<file path="config.mk">
export PLATFORM = sky130hd
export DESIGN_NAME = and_reduce_sequencer
export DESIGN_NICKNAME = d
export VERILOG_FILES = /design/src/rtl/and_reduce_sequencer.sv
export SDC_FILE = /design/constraint.sdc
export NUM_CORES = 1
export LEC_CHECK = 0
export ABC_AREA = 0
export CAP_MARGIN = 10
export CELL_PAD_IN_SITES_DETAIL_PLACEMENT = 1
export CELL_PAD_IN_SITES_GLOBAL_PLACEMENT = 1
export CORE_MARGIN = 2
export CORE_UTILIZATION = 34
export CTS_BUF_LIST = sky130_fd_sc_hd__clkbuf_16
export DETAILED_ROUTE_END_ITERATION = 8
export PLACE_DENSITY_LB_ADDON = 0.1
export SLEW_MARGIN = 10
export SYNTH_ARGS = -nofsm -noshare
export SYNTH_HDL_FRONTEND = slang
export SYNTH_SLANG_ARGS = --single-unit
</file>
<file path="constraint.sdc">
create_clock -name clk -period 1.8 [get_ports clk]
set_clock_uncertainty 0.15 [all_clocks]
set_input_delay 0.36 -clock clk [delete_from_list [all_inputs] [get_ports clk]]
set_output_delay 0.36 -clock clk [all_outputs]
set_load 0.01 [all_outputs]
</file>
<file path="src/rtl/and_reduce_sequencer.sv">
// Multi-cycle AND reduction: one narrow SLICE_W-input AND stage is time-shared
// over the operand, LSB slice first, with an optional early exit on the first zero slice.
module and_reduce_sequencer #(
    parameter int DATA_W     = 20,
    parameter int SLICE_W    = 4,
    parameter int EARLY_EXIT = 1,
    localparam int NSL       = (DATA_W + SLICE_W - 1) / SLICE_W,
    localparam int CNT_W     = $clog2(NSL + 1)
) (
    input  logic              clk,
    input  logic              rst_n,
    input  logic              in_valid,
    output logic              in_ready,
    input  logic [DATA_W-1:0] in_data,
    output logic              out_valid,
    input  logic              out_ready,
    output logic              out_result,
    output logic [CNT_W-1:0]  out_slices,
    output logic              busy
);
    localparam int PAD_W = NSL * SLICE_W;
    localparam int IDX_W = (NSL > 1) ? $clog2(NSL) : 1;
    localparam logic [IDX_W-1:0] LAST_IDX = IDX_W'(NSL - 1);

    typedef enum logic [1:0] {IDLE, EVAL, DONE} state_t;

    state_t             state_q, state_d;
    logic [PAD_W-1:0]   data_q, data_d;
    logic [IDX_W-1:0]   idx_q, idx_d;
    logic               acc_q, acc_d;
    logic [CNT_W-1:0]   cnt_q, cnt_d;
    logic               res_q, res_d;
    logic [CNT_W-1:0]   slc_q, slc_d;

    logic [PAD_W-1:0]   pad_in;
    logic [SLICE_W-1:0] cur_slice;
    logic               slice_and;
    logic               finish;

    // Bits above DATA_W in the last slice read as 1 so they never affect the AND.
    always_comb begin
        pad_in             = '1;
        pad_in[DATA_W-1:0] = in_data;
    end

    assign cur_slice = data_q[int'(idx_q) * SLICE_W +: SLICE_W];
    assign slice_and = &cur_slice;
    assign finish    = (idx_q == LAST_IDX) || ((EARLY_EXIT != 0) && !slice_and);

    always_comb begin
        state_d = state_q;
        data_d  = data_q;
        idx_d   = idx_q;
        acc_d   = acc_q;
        cnt_d   = cnt_q;
        res_d   = res_q;
        slc_d   = slc_q;
        case (state_q)
            IDLE: begin
                if (in_valid) begin
                    data_d  = pad_in;
                    idx_d   = '0;
                    acc_d   = 1'b1;
                    cnt_d   = '0;
                    state_d = EVAL;
                end
            end
            EVAL: begin
                acc_d = acc_q & slice_and;
                cnt_d = cnt_q + CNT_W'(1);
                if (finish) begin
                    // Result registers are only written here, so they hold through IDLE.
                    res_d   = acc_q & slice_and;
                    slc_d   = cnt_q + CNT_W'(1);
                    state_d = DONE;
                end else begin
                    idx_d = idx_q + IDX_W'(1);
                end
            end
            DONE: begin
                if (out_ready) state_d = IDLE;
            end
            default: state_d = IDLE;
        endcase
    end

    always_ff @(posedge clk or negedge rst_n) begin
        if (!rst_n) begin
            state_q <= IDLE;
            data_q  <= '0;
            idx_q   <= '0;
            acc_q   <= 1'b0;
            cnt_q   <= '0;
            res_q   <= 1'b0;
            slc_q   <= '0;
        end else begin
            state_q <= state_d;
            data_q  <= data_d;
            idx_q   <= idx_d;
            acc_q   <= acc_d;
            cnt_q   <= cnt_d;
            res_q   <= res_d;
            slc_q   <= slc_d;
        end
    end

    assign in_ready   = (state_q == IDLE);
    assign out_valid  = (state_q == DONE);
    assign busy       = (state_q != IDLE);
    assign out_result = res_q;
    assign out_slices = slc_q;
endmodule

</file>
==> impl_metrics.py <==
metrics = {
    "routing": {
        "drt_wl_cell_um": 15.4,
        "vias_per_cell": 4.88,
        "route.vias.total": 1258,
        "detail_route.wirelength_um": 3960,
        "drt-initial-drc-count": 37,
        "drc": 0,
        "antenna_left": 0,
        "drt_pre_antenna_iters": 4,
    },
    "finish": {
        "finish.cell_count_without_fillers": 258,
        "layout.filler_cells": 476,
        "multiInputGateArea_um2": 658,
        "final_common_cell": "nand2_1",
        "antenna-diode-count": 0,
        "final_layout_size_suffix_gt1_frac": 0.183,
        "final_net_count": 234,
        "area_growth_syn_to_layout_pct": 44.6,
        "final-seq-area_um2": 828,
        "fin_area_um2": 2140,
        "most-common-layout-cells": "66 x nand2_1, 31 x dfrtp_1, 27 x clkdlybuf4s50_1, 14 x buf_4",
    },
    "yosys": {
        "synthesis.instances": 162,
        "netlist.top_cell.by_area": "dfrtp_1",
        "netlist_area_um2": 1480,
        "ys_seq_elements": 33,
        "synth_top_cells_by_area": "dfrtp_1 56%, nand2_1 17%, o21ai_0 2.7%",
        "yosys_warnings": 0,
        "synth_compound_area_frac": 0.0745,
        "ys_seq_area_frac": 0.559,
        "yosys.area.top_type_share": 0.559,
        "synthXorXnorAreaFrac": 0.00593,
        "synthesized_area_divided_by_synthesized_cell_count_um2": 9.12,
        "syn_nets": 189,
        "synth_mux_area_frac": 0.0220,
        "number_of_distinct_library_cells_after_synthesis": 29,
        "yosys.area_share.adder": 0.0254,
        "yosys.area_share.simple": 0.274,
        "synth_top_family_by_area": "simple AND/OR/NAND/NOR gates",
    },
    "sta": {
        "slew_violations": 0,
        "timing_worst_slew_pin_value_ps": 475,
        "final-hold-violation-count": 0,
        "worst_slack_ps": -23.3,
        "setup_viol_count_final": 2,
        "final.hold.worst_slack_ps": 324,
        "normalized_max_slew_margin": 0.681,
        "setup_repair_after_global_routing_missed_its_margin": "true",
        "finalCritPeriodShare": 1.01,
        "period_minus_ws_final_ps": 1820,
        "max_fclk_mhz": 548,
    },
    "worst_setup_path": {
        "regToRegSetupSlack_ps": -20,
        "setup.worst_path.start_class": "flop",
        "critical_path.startpoint": "data_q[0]$_DFFE_PN0P_",
        "cp_max_fo": 4,
        "worstSetupEndpointType": "flop",
        "critical_register_to_register_path_startpoint": "data_q[0]$_DFFE_PN0P_",
        "arrival_ps": 1840,
        "timing.critical_path.cells": "nand4_1, nor3_2, o41a_1, nor2_4, mux2_4",
        "slowest_stage": "o41a_1",
        "data_required_time_of_the_critical_path_ps": 1810,
        "critPathKind": "reg -> reg",
        "critPathMaxStageDelay_ps": 490,
    },
    "cts": {
        "clock-sinks": 33,
        "tritoncts_clock_tree": "yes",
        "worst_skew_pair.late_latency_ps": 280,
        "cts_inserted_buffers": 5,
        "cts_hold_buf": 0,
        "cts.path.max_buffers": 2,
        "ctsHtreeMaxLevel": 2,
        "cts.clk_slew.worst_paths_ps": 60,
        "clk_root_buffer_cell": "clkbuf_16",
    },
    "hold_path": {
        "holdCritStartpoint": "data_q[13]$_DFFE_PN0P_",
        "worstHoldPathType": "reg -> reg",
    },
    "place": {
        "dpl-instance-area_um2": 1880,
        "finalWeightedCongestion": 0.853,
        "dp_worst_setup_slack_ps": -99.1,
        "detailed_placement_wirelength_estimate_um": 2730,
        "cell_count_post_placement": 244,
        "buffer_ports.inserted": 30,
    },
    "run_status": {
        "violations": "negative setup slack",
        "run_status": "finished, violations left",
    },
    "power_and_ir_drop": {
        "p_leak_uw": 0.00103,
        "ir_worst_vdd_mv": 0.590,
        "p_per_area_nw_per_um2": 1430,
        "totalPowerFinal_uw": 3050,
    },
    "global_route": {
        "grt.overflow.total": 0,
        "overall_fraction_of_global_route_tracks_in_use": 0.176,
        "grt_max_degree": 34,
        "vias_in_the_first_global_route": 1428,
        "wire_length_of_the_first_global_routing_pass_um": 6830,
        "number_of_antenna_violations_at_the_first_check_in_global_routing": 0,
    },
    "run": {
        "maxCapViolCount": 0,
    },
    "die": {
        "floorplan.die_area_um2": 4890,
        "initial_core_util": 0.362,
        "rows": 23,
        "chipHeight_um": 69.9,
        "dieWidth_um": 69.9,
        "fp.coreArea_um2": 4090,
        "ioPinCount": 31,
    },
}
sequential cells by signal, summed over array words and instances, names as in the netlist:
signal	cells
state_q	2
data_q	20
cnt_q	3
out_slices	3
out_result	1
acc_q	1
idx_q	3
path summary, 6_finish.rpt:
check,cells past startpoint,end
min reg2reg,2,data_q[13]$_DFFE_PN0P_
min,2,data_q[13]$_DFFE_PN0P_
min in group asynchronous,2,data_q[19]$_DFFE_PN0P_
max,5,out_slices[1]$_DFFE_PN0P_
max reg2reg,5,out_slices[1]$_DFFE_PN0P_
max in group asynchronous,2,idx_q[0]$_DFFE_PN0P_
cell families after synthesis:
logic type      count (synthesis)
mux                             3
flops                          33
simple gates                   91
fa+ha+maj                       3
buf+inv                        15
compound gates                 16
xor+xnor                        1
metal layers:
| layer | wire length (µm) | track usage | vias up |
|---|---|---|---|
| met5 | 0 | 0 | - |
| met4 | 61 | 0.0577 | 0 |
| met3 | 164 | 0.0476 | 6 |
| met2 | 2050 | 0.304 | 24 |
| met1 | 1680 | 0.214 | 609 |
| li1 | - | - | 619 |
final cells by class:
| type | instances | area share |
|---|---|---|
| multi-input cells | 114 | 0.308 |
| repair buffers | 45 | 0.193 |
| clock inverters | 3 | 0.00585 |
| flip-flops and latches | 33 | 0.388 |
| clock buffers | 5 | 0.0585 |
| well taps | 50 | 0.0293 |
| inverters | 8 | 0.0176 |
metrics by stage:
stage | utilization | TNS (ps)
floorplan | - | 0
global placement | 0.460 | -26.5
detailed placement | 0.460 | -303
CTS | 0.505 | -12.2
global route | 0.523 | -408
finish | 0.523 | -39.8
power breakdown:
part           total (µW)  internal (µW)  switching [µW]  leakage (µW)
logic                 999            476             523      0.000545
clock network         800            499             301     0.0000687
registers            1250           1050             200      0.000413
synthesized netlist by cell type, drive strengths merged:
| cell type | count |
|---|---|
| nand4 | 6 |
| mux2 | 2 |
| mux2i | 1 |
| nand2 | 67 |
| a311o | 1 |
| dfrtp | 33 |
| a21o | 2 |
| o41a | 1 |
| o31ai | 1 |
| ha | 3 |
| and4 | 1 |
| nor4b | 1 |
| nor4 | 1 |
| a211oi | 1 |
| o32a | 1 |
| nand2b | 1 |
| o21ai | 8 |
| inv | 8 |
| and4bb | 1 |
| nor2b | 4 |
| and2 | 1 |
| nor2 | 4 |
| clkbuf | 6 |
| buf | 1 |
| nor3 | 4 |
| xor2 | 1 |
| o32ai | 1 |
critical path: cells and delay by family (launching register included):
family | cells | cell delay (ps)
compound gates | 1 | 490
mux | 1 | 320
flops | 1 | 390
simple gates | 3 | 360
timing repair:
action,4_1_cts,5_1_grt
resized for setup,9,17
pin swaps,6,4
buffers inserted,4,2
hold endpoints to repair,0,0
endpoints found under the setup margin,11,10
No activity file was read; power rests on OpenSTA's default activity.
